===== src/rtl/keypad_event_capture.sv =====
// Qualifies key presses from the scanner's ASCII decode stream, emits one event per
// press, and buffers events in a 4-deep FIFO with a valid/ready output handshake.
module keypad_event_capture #(
    parameter int STABLE_CYCLES  = 500,
    parameter int RELEASE_CYCLES = 5000,
    parameter int CNT_W          = 16
) (
    input  logic       clk,
    input  logic       reset,
    input  logic [7:0] decode,
    input  logic       out_ready,
    output logic       out_valid,
    output logic [7:0] out_code,
    output logic       key_held,
    output logic       overflow
);

    localparam logic [CNT_W-1:0] STABLE_LIM  = CNT_W'(STABLE_CYCLES);
    localparam logic [CNT_W-1:0] RELEASE_LIM = CNT_W'(RELEASE_CYCLES);
    localparam logic [7:0]       NO_KEY      = 8'h3F;

    typedef enum logic [1:0] {IDLE, QUAL, HELD} state_t;

    function automatic logic is_key(input logic [7:0] c);
        return ((c >= 8'h30) && (c <= 8'h39)) || ((c >= 8'h41) && (c <= 8'h46));
    endfunction

    function automatic logic [CNT_W-1:0] sat_inc(input logic [CNT_W-1:0] v);
        return (v == '1) ? v : v + 1'b1;
    endfunction

    state_t           state;
    logic [7:0]       dec_q;
    logic [7:0]       cand;
    logic [CNT_W-1:0] qcnt;
    logic [CNT_W-1:0] rcnt;
    logic             key_valid;
    logic             push;
    logic             cand_load;

    logic [7:0]       mem [0:3];
    logic [1:0]       wr;
    logic [1:0]       rd;
    logic [2:0]       count;
    logic             pop;
    logic             full;
    logic             do_write;

    assign key_valid = is_key(dec_q);
    assign cand_load = key_valid && ((state == IDLE) || ((state == QUAL) && (dec_q != cand)));
    // A press qualifies on the sample that brings qcnt up to STABLE_CYCLES.
    assign push      = (state == QUAL) && key_valid && (dec_q == cand) &&
                       (sat_inc(qcnt) >= STABLE_LIM);

    always_ff @(posedge clk) begin
        if (cand_load) begin
            cand <= dec_q;
        end
    end

    always_ff @(posedge clk or posedge reset) begin
        if (reset) begin
            state    <= IDLE;
            dec_q    <= NO_KEY;
            qcnt     <= '0;
            rcnt     <= '0;
            key_held <= 1'b0;
        end else begin
            dec_q <= decode;
            case (state)
                IDLE: begin
                    if (key_valid) begin
                        state <= QUAL;
                        qcnt  <= CNT_W'(1);
                    end
                end
                QUAL: begin
                    if (!key_valid) begin
                        state <= IDLE;
                        qcnt  <= '0;
                    end else if (dec_q != cand) begin
                        qcnt <= CNT_W'(1);
                    end else if (push) begin
                        state    <= HELD;
                        key_held <= 1'b1;
                        qcnt     <= '0;
                        rcnt     <= '0;
                    end else begin
                        qcnt <= sat_inc(qcnt);
                    end
                end
                HELD: begin
                    // Any key, even a different one, keeps the press alive.
                    if (key_valid) begin
                        rcnt <= '0;
                    end else if (sat_inc(rcnt) >= RELEASE_LIM) begin
                        state    <= IDLE;
                        key_held <= 1'b0;
                        rcnt     <= '0;
                    end else begin
                        rcnt <= sat_inc(rcnt);
                    end
                end
                default: begin
                    state    <= IDLE;
                    key_held <= 1'b0;
                    qcnt     <= '0;
                    rcnt     <= '0;
                end
            endcase
        end
    end

    assign out_valid = (count != 3'd0);
    assign out_code  = out_valid ? mem[rd] : NO_KEY;
    assign pop       = out_valid && out_ready;
    assign full      = (count == 3'd4);
    // When full, a simultaneous pop frees the slot the write lands in.
    assign do_write  = push && (!full || pop);

    always_ff @(posedge clk) begin
        if (do_write) begin
            mem[wr] <= cand;
        end
    end

    always_ff @(posedge clk or posedge reset) begin
        if (reset) begin
            wr       <= '0;
            rd       <= '0;
            count    <= '0;
            overflow <= 1'b0;
        end else begin
            if (do_write) begin
                wr <= wr + 2'd1;
            end
            if (pop) begin
                rd <= rd + 2'd1;
            end
            if (do_write && !pop) begin
                count <= count + 3'd1;
            end else if (!do_write && pop) begin
                count <= count - 3'd1;
            end
            if (push && full && !pop) begin
                overflow <= 1'b1;
            end
        end
    end

endmodule


===== config.mk =====
export PLATFORM = sky130hd
export DESIGN_NAME = keypad_event_capture
export DESIGN_NICKNAME = d
export VERILOG_FILES = /design/src/rtl/keypad_event_capture.sv
export SDC_FILE = /design/constraint.sdc
export NUM_CORES = 1
export LEC_CHECK = 0
export ABC_AREA = 1
export CORE_MARGIN = 5
export CORE_UTILIZATION = 45
export CTS_CLUSTER_SIZE = 30
export DETAILED_ROUTE_END_ITERATION = 10
export PLACE_DENSITY = 0.66
export SKIP_CTS_REPAIR_TIMING = 1
export SLEW_MARGIN = 10
export SYNTH_ARGS = -nofsm -noshare
export SYNTH_HDL_FRONTEND = slang
export SYNTH_SLANG_ARGS = --single-unit

===== constraint.sdc =====
create_clock -name clk -period 6 [get_ports clk]
set_input_delay 1.2 -clock clk [delete_from_list [all_inputs] [get_ports clk]]
set_output_delay 1.2 -clock clk [all_outputs]
set_load 0.05 [all_outputs]

======== Word-level counts from Yosys, hierarchy flattened ========
Memories as Yosys holds them, arrays and structs flattened.
Cells that the tools add are included.
storage, ports and cells
  word-level logic and storage cells ...... 97
  output and inout bits ................... 11
  bits of input ports ..................... 11
  memories ................................ 1
  memory bits (writable) .................. 32
  flip-flop bits (word level) ............. 59
cells by class
  bitwise gates (word level) .............. 2
  reduce and logical (&&, ||, !) cells .... 26
  multiplexer cells ....................... 31
  equal/unequal tests ..................... 15
  add/sub/neg operators ................... 6
  order comparisons ....................... 6
memory list
  memory  words  width  read ports  clocked after Yosys merged registers in  wr ports  line  RTL
  mem     4      8      1           0                                        1         41    logic [7:0] mem [0:3];
operator list
  cell                                                                 number
  2-to-1 mux 16 bit                                                    11
  case mux 16 bit (3 select lines)                                     2
  adder 16 x 1 -> 16 bit, second input constant                        2
  == test 16 bit, second input constant                                2
  greater-or-equal comparator 16 x 13 -> 1 bit, second input constant  1
  greater-or-equal comparator 16 x 9 -> 1 bit, second input constant   1
  logical AND 1 bit                                                    13
  2-to-1 mux 2 bit                                                     6
  inequality test 2 bit, second input constant                         6
  == test 8 bit                                                        1
  greater-or-equal comparator 8 x 6 -> 1 bit, second input constant    1
  greater-or-equal comparator 8 x 7 -> 1 bit, second input constant    1
  less-or-equal comparator 8 x 6 -> 1 bit, second input constant       1
  less-or-equal comparator 8 x 7 -> 1 bit, second input constant       1
  2-to-1 mux 8 bit                                                     1
  inequality test 8 bit                                                1
  2-to-1 mux 1 bit                                                     7
  2-to-1 mux 3 bit                                                     2
  inequality test 3 bit, second input constant                         2
  case mux 2 bit (3 select lines)                                      1
  AND reduction 6 bit                                                  1
  AND reduction 5 bit                                                  1
  adder 2 x 1 -> 2 bit, second input constant                          2
  AND reduction 4 bit                                                  1
  13 further kinds                                                     18

======== Depth between registers and ports, before layout ========
  depth in word-level cells ............... 11
  depth in mapped cells ................... 20
  gate-level depth less buffers ........... 19

======== Least setup slack after synthesis ========
OpenSTA, ideal clock, no wires.
  path type ............................... register to output
  from .................................... register rd[0]
  to ...................................... output port out_code[0]
  required time ........................... 4.800 ns
  path buffers ............................ 2
  setup slack ............................. 1.978 ns
  data arrival time ....................... 2.822 ns
  cell stages (with the launch flop) ...... 6
  path through ............................ dfrtp_1 -> clkbuf_1 -> inv_1 -> clkbuf_1 -> nor2_1 -> o311ai_0
between the ends
  word-level cells in the longest chain between the ends .. 2
ends and longest elaborated chain
  what                      line  RTL
  start: declaration        43    logic [1:0] rd;
  start signal: assignment  138   rd <= rd + 2'd1;
  memory read (4 x 8 bit)   --
  2-to-1 mux 8 bit          115   assign out_code = out_valid ? mem[rd] : NO_KEY;
  end: declaration          13    output logic [7:0] out_code,
Every way passes these cells.

======== Final worst setup path ========
Same ends and word-level chain as after synthesis.

==> impl_summary.txt <==
----------------------------------------------------
[Timing]
  Max Clock Skew ... 0.01407 ns
  Final Hold Vio Count ... 0
  Fmax ... 262.9 MHz
  Time the worst path needs with I/O delays and setup ... 3.804 ns
  Setup repair after global routing missed its margin ... false
  Number of max-slew violations in the final report ... 0
  Number of endpoints failing setup at the final stage ... 0
  Hold Slack ... 0.5135 ns
  Worst Tran Pin Value ... 0.7640 ns
  Worst slew slack as a fraction of its limit ... 48.88%
  Total negative slack for setup checks ... 0 ns
  Final worst-path cycle share ... 63.41%

[Floorplan]
  Horizontal die dimension ... 112.3 microns
  Area of the die ... 12,620 sq um
  # IOs ... 22
  Standard cell core area ... 10,280 sq um
  Standard-cell rows ... 37
  Die height ... 112.3 microns
  Initial Utilization ... 45.86%

[Global routing]
  Total congestion overflow ... 0
  All-layer global routing usage ... 14.97%
  Vias in the first global route ... 3,457
  Largest net degree at the start of global routing ... 52
  Initial antenna violation count ... 0
  Global-route wire length before repair ... 15,790 microns

[Yosys]
  EDFF count, synth ... 40
  Library cell with the highest instance count after synthesis ... sky130_fd_sc_hd__nand2_1
  Commonest cells in the synthesized netlist ... 117 x sky130_fd_sc_hd__nand2_1, 89 x sky130_fd_sc_hd__nor2_1, 50 x sky130_fd_sc_hd__inv_1
  Most area-consuming cells after synthesis ... sky130_fd_sc_hd__edfxtp_1 25%, sky130_fd_sc_hd__dfrtp_1 24%, sky130_fd_sc_hd__nand2_1 9.3%
  Netlist Area Pre-Place ... 4713 sq um
  Share of flip-flops with an asynchronous set or reset ... 56.04%
  Number of distinct library cells after synthesis ... 44
  Share of the synthesized area in the top cell type ... 25.48%
  Total number of yosys warnings ... 0
  Library cell occupying the most area in the post-synthesis netlist ... sky130_fd_sc_hd__edfxtp_1
  Sequential fraction of the synthesis area ... 52.72%
  Synthesized netlist cell count ... 529
  Mapped Nets ... 548
  Mapped Avg Cell Area ... 8.910 sq um
  Flops & latches, synth ... 91
  Top FF cell, synth ... sky130_fd_sc_hd__dfrtp_1

[CTS]
  Maximum clock path buffer count ... 2
  Insertion delay to the later sink of the worst-skew pair ... 0.35 ns
  Clock tree from TritonCTS ... done
  Clk Tree Root Cell ... sky130_fd_sc_hd__clkbuf_8
  Clock-pin slew of the registers on the worst-case setup and hold paths ... 0.09 ns
  Number of clock sinks ... 91
  Number of CTS-inserted buffers ... 9
  Count of H-tree levels built during CTS ... 3

[Setup path]
  CP Capture Type ... primary output
  Series of cell instances along the critical path ... inv_1 > nor2_1 > nor2_1 > o21ai_0 > o311ai_0 > clkdlybuf4s50_1
  Reg2reg setup slack ... 2.71 ns
  Category of cells accounting for the largest share of critical-path delay ... buffers and inverters
  Top cell by count, worst path ... sky130_fd_sc_hd__nor2_1
  WP data arrival ... 2.60 ns
  Kind of critical path ... flop to primary output
  Slowest cell on crit path ... sky130_fd_sc_hd__clkdlybuf4s50_1
  Largest stage delay on the critical path ... 0.86 ns
  Kind of start point of the critical path ... flop
  Largest fanout on the critical path ... 19
  Required time of the critical path ... 4.80 ns
  Buffers and inverters on the worst path ... 2

[Power]
  Power Density ... 298.4 nW/um^2
  Pwr Total ... 1.569 mW
  Highest ir drop seen on vdd ... 0.2545 mV
  Pleak ... 2.210 nW

[Drt]
  First DRT Iteration DRCs ... 188
  Via count of the routed design ... 3,439
  Vias/cell ... 4.941
  Post-detailed-route wirelength per cell ... 12.66 microns
  WL final ... 8812 microns
  DR pass1 iterations ... 4
  DRC violations left ... 0
  Routed Antenna Nets ... 0

[Min path]
  Worst Hold Class ... flop to flop

[Status]
  Result of the run ... completed

[Place]
  Last weighted congestion value of the routability-driven placer ... 0.8864
  Total of buffers placed on input and output ports ... 21
  Post-DP HPWL ... 6686 microns
  Cell area reported after detailed placement ... 5064 sq um

[Cells and area]
  Finished layout cell area ... 5259 sq um
  Multi-input logic area ... 1963 sq um
  Ratio of cells with drive above 1 in the final layout ... 12.32%
  Area taken by flip-flops and latches ... 2485 sq um
  Number of nets in the final layout ... 574
  Syn-to-layout area delta ... 11.57%
  Count of filler cells inserted in the layout ... 983
  N_diodes ... 0

[Run]
  Number of violations of the max-capacitance limit ... 0

----------------------------------------------------
[routing by layer]
| metal | vias to the layer above | GRT usage (%) | share of wire (%) |
|---|---|---|---|
| met4 | 0 | 4.327 | 1.7 |
| li1 | 1778 | - | - |
| met5 | - | 0 | 0 |
| met2 | 53 | 25.27 | 49 |
| met3 | 18 | 2.480 | 2.8 |
| met1 | 1590 | 19.96 | 46 |
[final cells by class]
class,count,share of cell area [%]
clock buffer,9,2.355
clock inverter,7,1.356
inverter,60,4.330
multi-input combinational,371,37.33
sequential,91,47.25
tap,136,3.236
timing repair buffer,22,4.140
[cell usage in the layout, fill, tap and decap left out, types with 3 or more instances in the layout]
| cell type | count |
|---|---|
| sky130_fd_sc_hd__nand2_1 | 117 |
| sky130_fd_sc_hd__inv_1 | 49 |
| sky130_fd_sc_hd__edfxtp_1 | 40 |
| sky130_fd_sc_hd__clkbuf_8 | 9 |
| sky130_fd_sc_hd__ha_1 | 7 |
| sky130_fd_sc_hd__inv_2 | 7 |
| sky130_fd_sc_hd__nand4_1 | 14 |
| sky130_fd_sc_hd__dfstp_2 | 6 |
| sky130_fd_sc_hd__dfrtp_1 | 45 |
| sky130_fd_sc_hd__nand2_4 | 3 |
| sky130_fd_sc_hd__clkdlybuf4s50_1 | 21 |
| sky130_fd_sc_hd__xnor2_1 | 12 |
| sky130_fd_sc_hd__clkinv_1 | 3 |
| sky130_fd_sc_hd__a22o_1 | 3 |
| sky130_fd_sc_hd__o311ai_0 | 6 |
| sky130_fd_sc_hd__nand2_2 | 9 |
| sky130_fd_sc_hd__nand3_1 | 30 |
| sky130_fd_sc_hd__xor2_1 | 12 |
| sky130_fd_sc_hd__nor2_1 | 89 |
| sky130_fd_sc_hd__a21oi_1 | 7 |
| sky130_fd_sc_hd__nor2_2 | 10 |
| sky130_fd_sc_hd__o21ai_0 | 16 |
| sky130_fd_sc_hd__nor3_1 | 4 |
| sky130_fd_sc_hd__o21ai_2 | 6 |
| sky130_fd_sc_hd__o21ai_1 | 6 |
[logic make-up (layout without fill, tap and decap cells)]
family / Yosys count / count (layout) / synth area share, %
and+or+nand+nor: 288 / 288 / 27.71
buffers and inverters: 67 / 98 / 5.628
xor gates and xnor gates: 24 / 24 / 4.460
adders and majority gates: 8 / 8 / 2.283
AOI/OAI and AO/OA: 50 / 50 / 6.955
muxes: 1 / 1 / 0.2389
DFF: 91 / 91 / 52.72
[metrics by stage]
step / setup WS [ns] / util, % / std cells
2_1_floorplan: 1.978 / - / 529
3_3_place_gp: 2.686 / 49.27 / 680
3_5_place_dp: 2.572 / 49.27 / 680
4_1_cts: 2.184 / 51.17 / 696
5_1_grt: 1.951 / 51.17 / 696
6_report: 2.196 / 51.17 / 696
[where the power goes]
part           switching [mW]  total (mW)  leakage (nW)  internal (mW)
Clock                   0.235       0.396        0.0926          0.162
Combinational           0.294       0.448          1.10          0.154
Sequential             0.0459       0.725          1.02          0.679
[state kept, by name, indices dropped and copies added (netlist names)]
signal and count:
key_held 1, qcnt 16, state 2, rcnt 16, wr 2, rd 2, count 3, dec_q 8
cand 8, mem 32, overflow 1
[worst paths after layout]
kind / from / end / depth (start not counted)
min in group asynchronous: reset / rcnt[14]$_DFFE_PP0P_ / 3
hold / removal: dec_q[7]$_DFF_PP0_ / cand[7]$_DFFE_PP_ / 0
setup reg to reg: qcnt[0]$_DFFE_PP0P_ / count[2]$_DFFE_PP0P_ / 19
max in group asynchronous: reset / qcnt[1]$_DFFE_PP0P_ / 3
setup / recovery: rd[0]$_DFFE_PP0P_ / out_code[0] / 6
hold reg to reg: dec_q[7]$_DFF_PP0_ / cand[7]$_DFFE_PP_ / 0
No activity file was read; power rests on OpenSTA's default activity.
==> variant 1 (same flow settings) <==
Make the reset (`reset`) synchronous in 2 clocked blocks.
--- a/src/rtl/keypad_event_capture.sv
+++ b/src/rtl/keypad_event_capture.sv
@@ -60,3 +60,3 @@
 
-    always_ff @(posedge clk or posedge reset) begin
+    always_ff @(posedge clk) begin
         if (reset) begin
@@ -126,3 +126,3 @@
 
-    always_ff @(posedge clk or posedge reset) begin
+    always_ff @(posedge clk) begin
         if (reset) begin
Behaviour: no difference found for any inputs over 10 cycles, from zero or initial values and one cycle with reset high; that may be too few to reach the edited logic, so the function may still have changed.
==> variant 1 against the unedited design <==
  * Sequential share of layout area fell by 4.9 points
  * Total power shrank 6.7%
  * Worst setup slack lost 0.022 ns
  * Global-route usage grew 0.86 points
  * Wire length up 10%
  * Area after synthesis grew 2.2%
  * Sequential cell count increased by 2
  * Final area increased by 1.5%
  * Fmax decreased by 0.57%
  * Combinational power decreased by 31%
  * Critical endpoint is now out_code[2]
==> variant 1: results (changes against the unedited design) <==
Cells and area
  – Final nets: 628 (was 574)
  – Fraction of layout cells with a size suffix above 1: 12.5% (was 12.3%)

Synthesis
  – Post-synthesis adder-cell area fraction: 2.23% (was 2.28%)
  – Sequential area share after synthesis: 46.9% (was 52.7%)
  – Net Count, Synth: 610 (was 548)
  – Synth Area in Compound Gates: 9.43% (was 6.96%)
  – Post-synth top cells: nand2_1, nor2_1, inv_1 (unchanged)
  – Post-synthesis mux area share: 0% (was 0.239%)
  – XOR/XNOR Fraction of Synth Area: 3.09% (was 4.46%)
  – Top cells by area, synth: edfxtp_1, dfxtp_1, nand2_1 (was edfxtp_1, dfrtp_1, nand2_1)
  – Synth Flop Type: dfxtp_1 (was dfrtp_1)

Clocking
  – Later-pin clock latency in the skew report: 0.37 ns (was 0.35 ns)

STA
  – Worst Tran Pin Value: 0.795 ns (was 0.764 ns)
  – Worst Skew: 0.00859 ns (was 0.0141 ns)

Place
  – GP Congestion: 0.859 (was 0.886)
  – DP HPWL: 7070 um (was 6690 um)

Global routing
  – Tot GR Track Use: 15.8% (was 15.0%)
  – First-pass GRT wire length: 16700 um (was 15800 um)
  – Number of global-route vias before repair: 3590 (was 3457)

Pwr
  – LEAKAGE: 0.00200 uW (was 0.00221 uW)
  – Sw Pwr: 483 uW (was 575 uW)

Routing
  – DR vias: 3750 (was 3439)
  – Drt first-iter violations: 207 (was 188)
  – Final WL: 9710 um (was 8810 um)

Min path
  – Hold_sp: overflow (was dec_q[7])

Worst setup path
  – Worst EP arrival: 2.63 ns (was 2.60 ns)
  – CP max FO: 17 (was 19)
  – Worst reg2reg startpoint: dec_q[6] (was qcnt[0])

Run status
  – Status: complete, no violations (unchanged)
## variant 1: per-stage QoR
step           utilization, %  setup WS, ns  area [um^2]  instances
6_report                 51.4          2.17         5340        750
5_1_grt                  51.4          1.96         5340        750
4_1_cts                  51.4          2.17         5340        750
3_5_place_dp             49.4          2.59         5120        734
3_3_place_gp             49.4          2.66         5120        734
2_1_floorplan               -          2.07         4820        591
## variant 1: area by class of cell
type / instances / area [um^2]
fill: 996 / 5030
clock inverter: 7 / 88.8
multi-input combinational: 418 / 2230
tap: 136 / 170
clock buffer: 9 / 124
sequential: 93 / 2260
timing repair buffer: 22 / 218
inverter: 65 / 244
## variant 1: power by group through the flow
stage          logic [uW]  registers, uW  clock network, uW
5_1_grt               330            714                488
4_1_cts               309            708                461
2_1_floorplan         226            706                  0
3_3_place_gp          304            720                  0
6_report              307            708                450
3_5_place_dp          309            723                  0
## variant 1: metal layers
metal / routed length (um) / global-route usage (%) / vias up
li1: - / - / 1982
met1: 4580 / 20.3 / 1711
met2: 4760 / 27.0 / 47
met3: 252 / 2.18 / 10
met4: 113 / 6.25 / 0
met5: 0 / 0 / -
## variant 1: worst max-delay path, delay by kind of cell (launching register included)
family / cells / cell delay, ns
simple gates: 2 / 0.27
buf+inv: 2 / 1.08
flops: 1 / 0.65
compound gates: 2 / 0.26
## variant 1: final timing paths
check,end,slack (ns),depth (start not counted)
max,out_code[2],2.17,6
min,overflow,0.48,1
max reg2reg,count[2],2.60,15
min reg2reg,overflow,0.48,1
==> variant 2 (config.mk and constraints unchanged) <==
Made on the original files. `STABLE_CYCLES`: 500 -> 250.
--- a/src/rtl/keypad_event_capture.sv
+++ b/src/rtl/keypad_event_capture.sv
@@ -3,3 +3,3 @@
 module keypad_event_capture #(
-    parameter int STABLE_CYCLES  = 500,
+    parameter int STABLE_CYCLES  = 250,
     parameter int RELEASE_CYCLES = 5000,
Check against the original RTL: same outputs for any inputs over 10 cycles, from zero or initial values and one cycle with reset high; that may be too few to reach the edited logic, so the function may still have changed.
==> variant 2 against the unedited design <==
  * Worst setup slack got worse by 0.10 ns
  * Final area grew 0.55%
  * Sequential cell count is the same
  * Wire length rose by 7.5%
  * Total power grew 0.98%
  * Combinational power shrank 1%
  * Clock power increased by 5.8%
  * Area after synthesis grew 0.77%
  * Register-to-register slack is essentially flat
  * Die area up 0.70%
  * Critical endpoint is now out_code[2]
  * Largest cell class unchanged
  * Highest routed layer unchanged
==> variant 2: results (changes against the unedited design) <==
Synthesis
  – Sequential area share after synthesis: 52.3% (was 52.7%)
  – Post-synthesis mux area share: 0.237% (was 0.239%)
  – Syn. warnings: 0 (unchanged)
  – Average size of a mapped cell: 8.65 um^2 (was 8.91 um^2)
  – Unique masters post-synth: 38 (was 44)
  – Synth Area in Compound Gates: 6.11% (was 6.96%)
  – Post-synthesis adder-cell area fraction: 2.27% (was 2.28%)
  – Top cells by area, synth: edfxtp_1, dfrtp_1, nand2_1 (unchanged)
  – Net Count, Synth: 568 (was 548)
  – XOR/XNOR Fraction of Synth Area: 3.69% (was 4.46%)
  – Post-synth top cells: nand2_1, nor2_1, inv_1 (unchanged)

Cells and area
  – Seq area share: 47.0% (was 47.3%)
  – Fillers: 950 (was 983)
  – Clock buf/inv share: 3.83% (was 3.71%)
  – CLK BUF: 11 (was 9)
  – Multi-input gate area: 1980 um^2 (was 1960 um^2)
  – Fraction of layout cells with a size suffix above 1: 8.97% (was 12.3%)
  – Non-clk buf share: 3.98% (was 4.14%)
  – Final nets: 594 (was 574)
  – Invs w/o clock: 63 (was 60)
  – Non-Filler Instances: 716 (was 696)
  – Buffers, non-clock: 21 (was 22)

Global routing
  – Tot GR Track Use: 16.1% (was 15.0%)
  – GR met3 Demand/Resource: 2.83% (was 2.48%)
  – Routing usage on met2: 25.8% (was 25.3%)
  – M1 GR Usage: 22.0% (was 20.0%)
  – Number of global-route vias before repair: 3490 (was 3457)

Routing
  – Met3 Wirelength: 362 um (was 251 um)
  – Routed wl met2: 4330 um (was 4320 um)
  – DR pass1 iterations: 5 (was 4)
  – Drt wl/cell: 13.2 um (was 12.7 um)
  – Drt first-iter violations: 208 (was 188)
  – DR vias: 3609 (was 3439)
  – Metal-1 WL: 4610 um (was 4090 um)

Place
  – Pre-CTS setup slack: 2.49 ns (was 2.57 ns)
  – Placed insts: 700 (was 680)
  – DP HPWL: 6800 um (was 6690 um)
  – IO Port Bufs: 21 (unchanged)
  – GP Congestion: 0.879 (was 0.886)

Pwr
  – LEAKAGE: 0.00235 uW (was 0.00221 uW)
  – Peak VDD IR: 0.000218 V (was 0.000255 V)

Worst setup path
  – CP max FO: 19 (unchanged)

Run status
  – Status: complete, no violations (unchanged)

STA
  – Worst Tran Pin Value: 0.922 ns (was 0.764 ns)
  – Setup TNS Final: 0 ns (unchanged)
  – Worst Skew: 0.00891 ns (was 0.0141 ns)

Min path
  – Hold_sp: overflow (was dec_q[7])
==> variant 2: per-stage QoR <==
stage	area, um^2	power (uW)	util [%]
2_1_floorplan	4750	1040	-
3_3_place_gp	5080	1170	49.2
3_5_place_dp	5080	1180	49.2
4_1_cts	5290	1600	51.2
5_1_grt	5290	1660	51.2
6_report	5290	1580	51.2
==> variant 2: critical path: stages (launching register included) <==
cell	delay, ns
dfrtp_1	0.59
inv_1	0.45
nor2_1	0.07
o311ai_0	0.35
clkdlybuf4s50_1	0.88
==> variant 2: path summary, 6_finish.rpt <==
check | to | slack [ns] | cells past startpoint
max | out_code[2] | 2.09 | 4
min | overflow | 0.49 | 1
max reg2reg | count[2] | 2.71 | 19
min reg2reg | overflow | 0.49 | 1
max in group asynchronous | rcnt[10] | 4.14 | 2
min in group asynchronous | qcnt[15] | 1.31 | 2
==> variant 2: where the power goes <==
part           internal (uW)  switching, uW
Clock                    192            227
Combinational            148            294
Sequential               676           47.3
Total                   1020            569
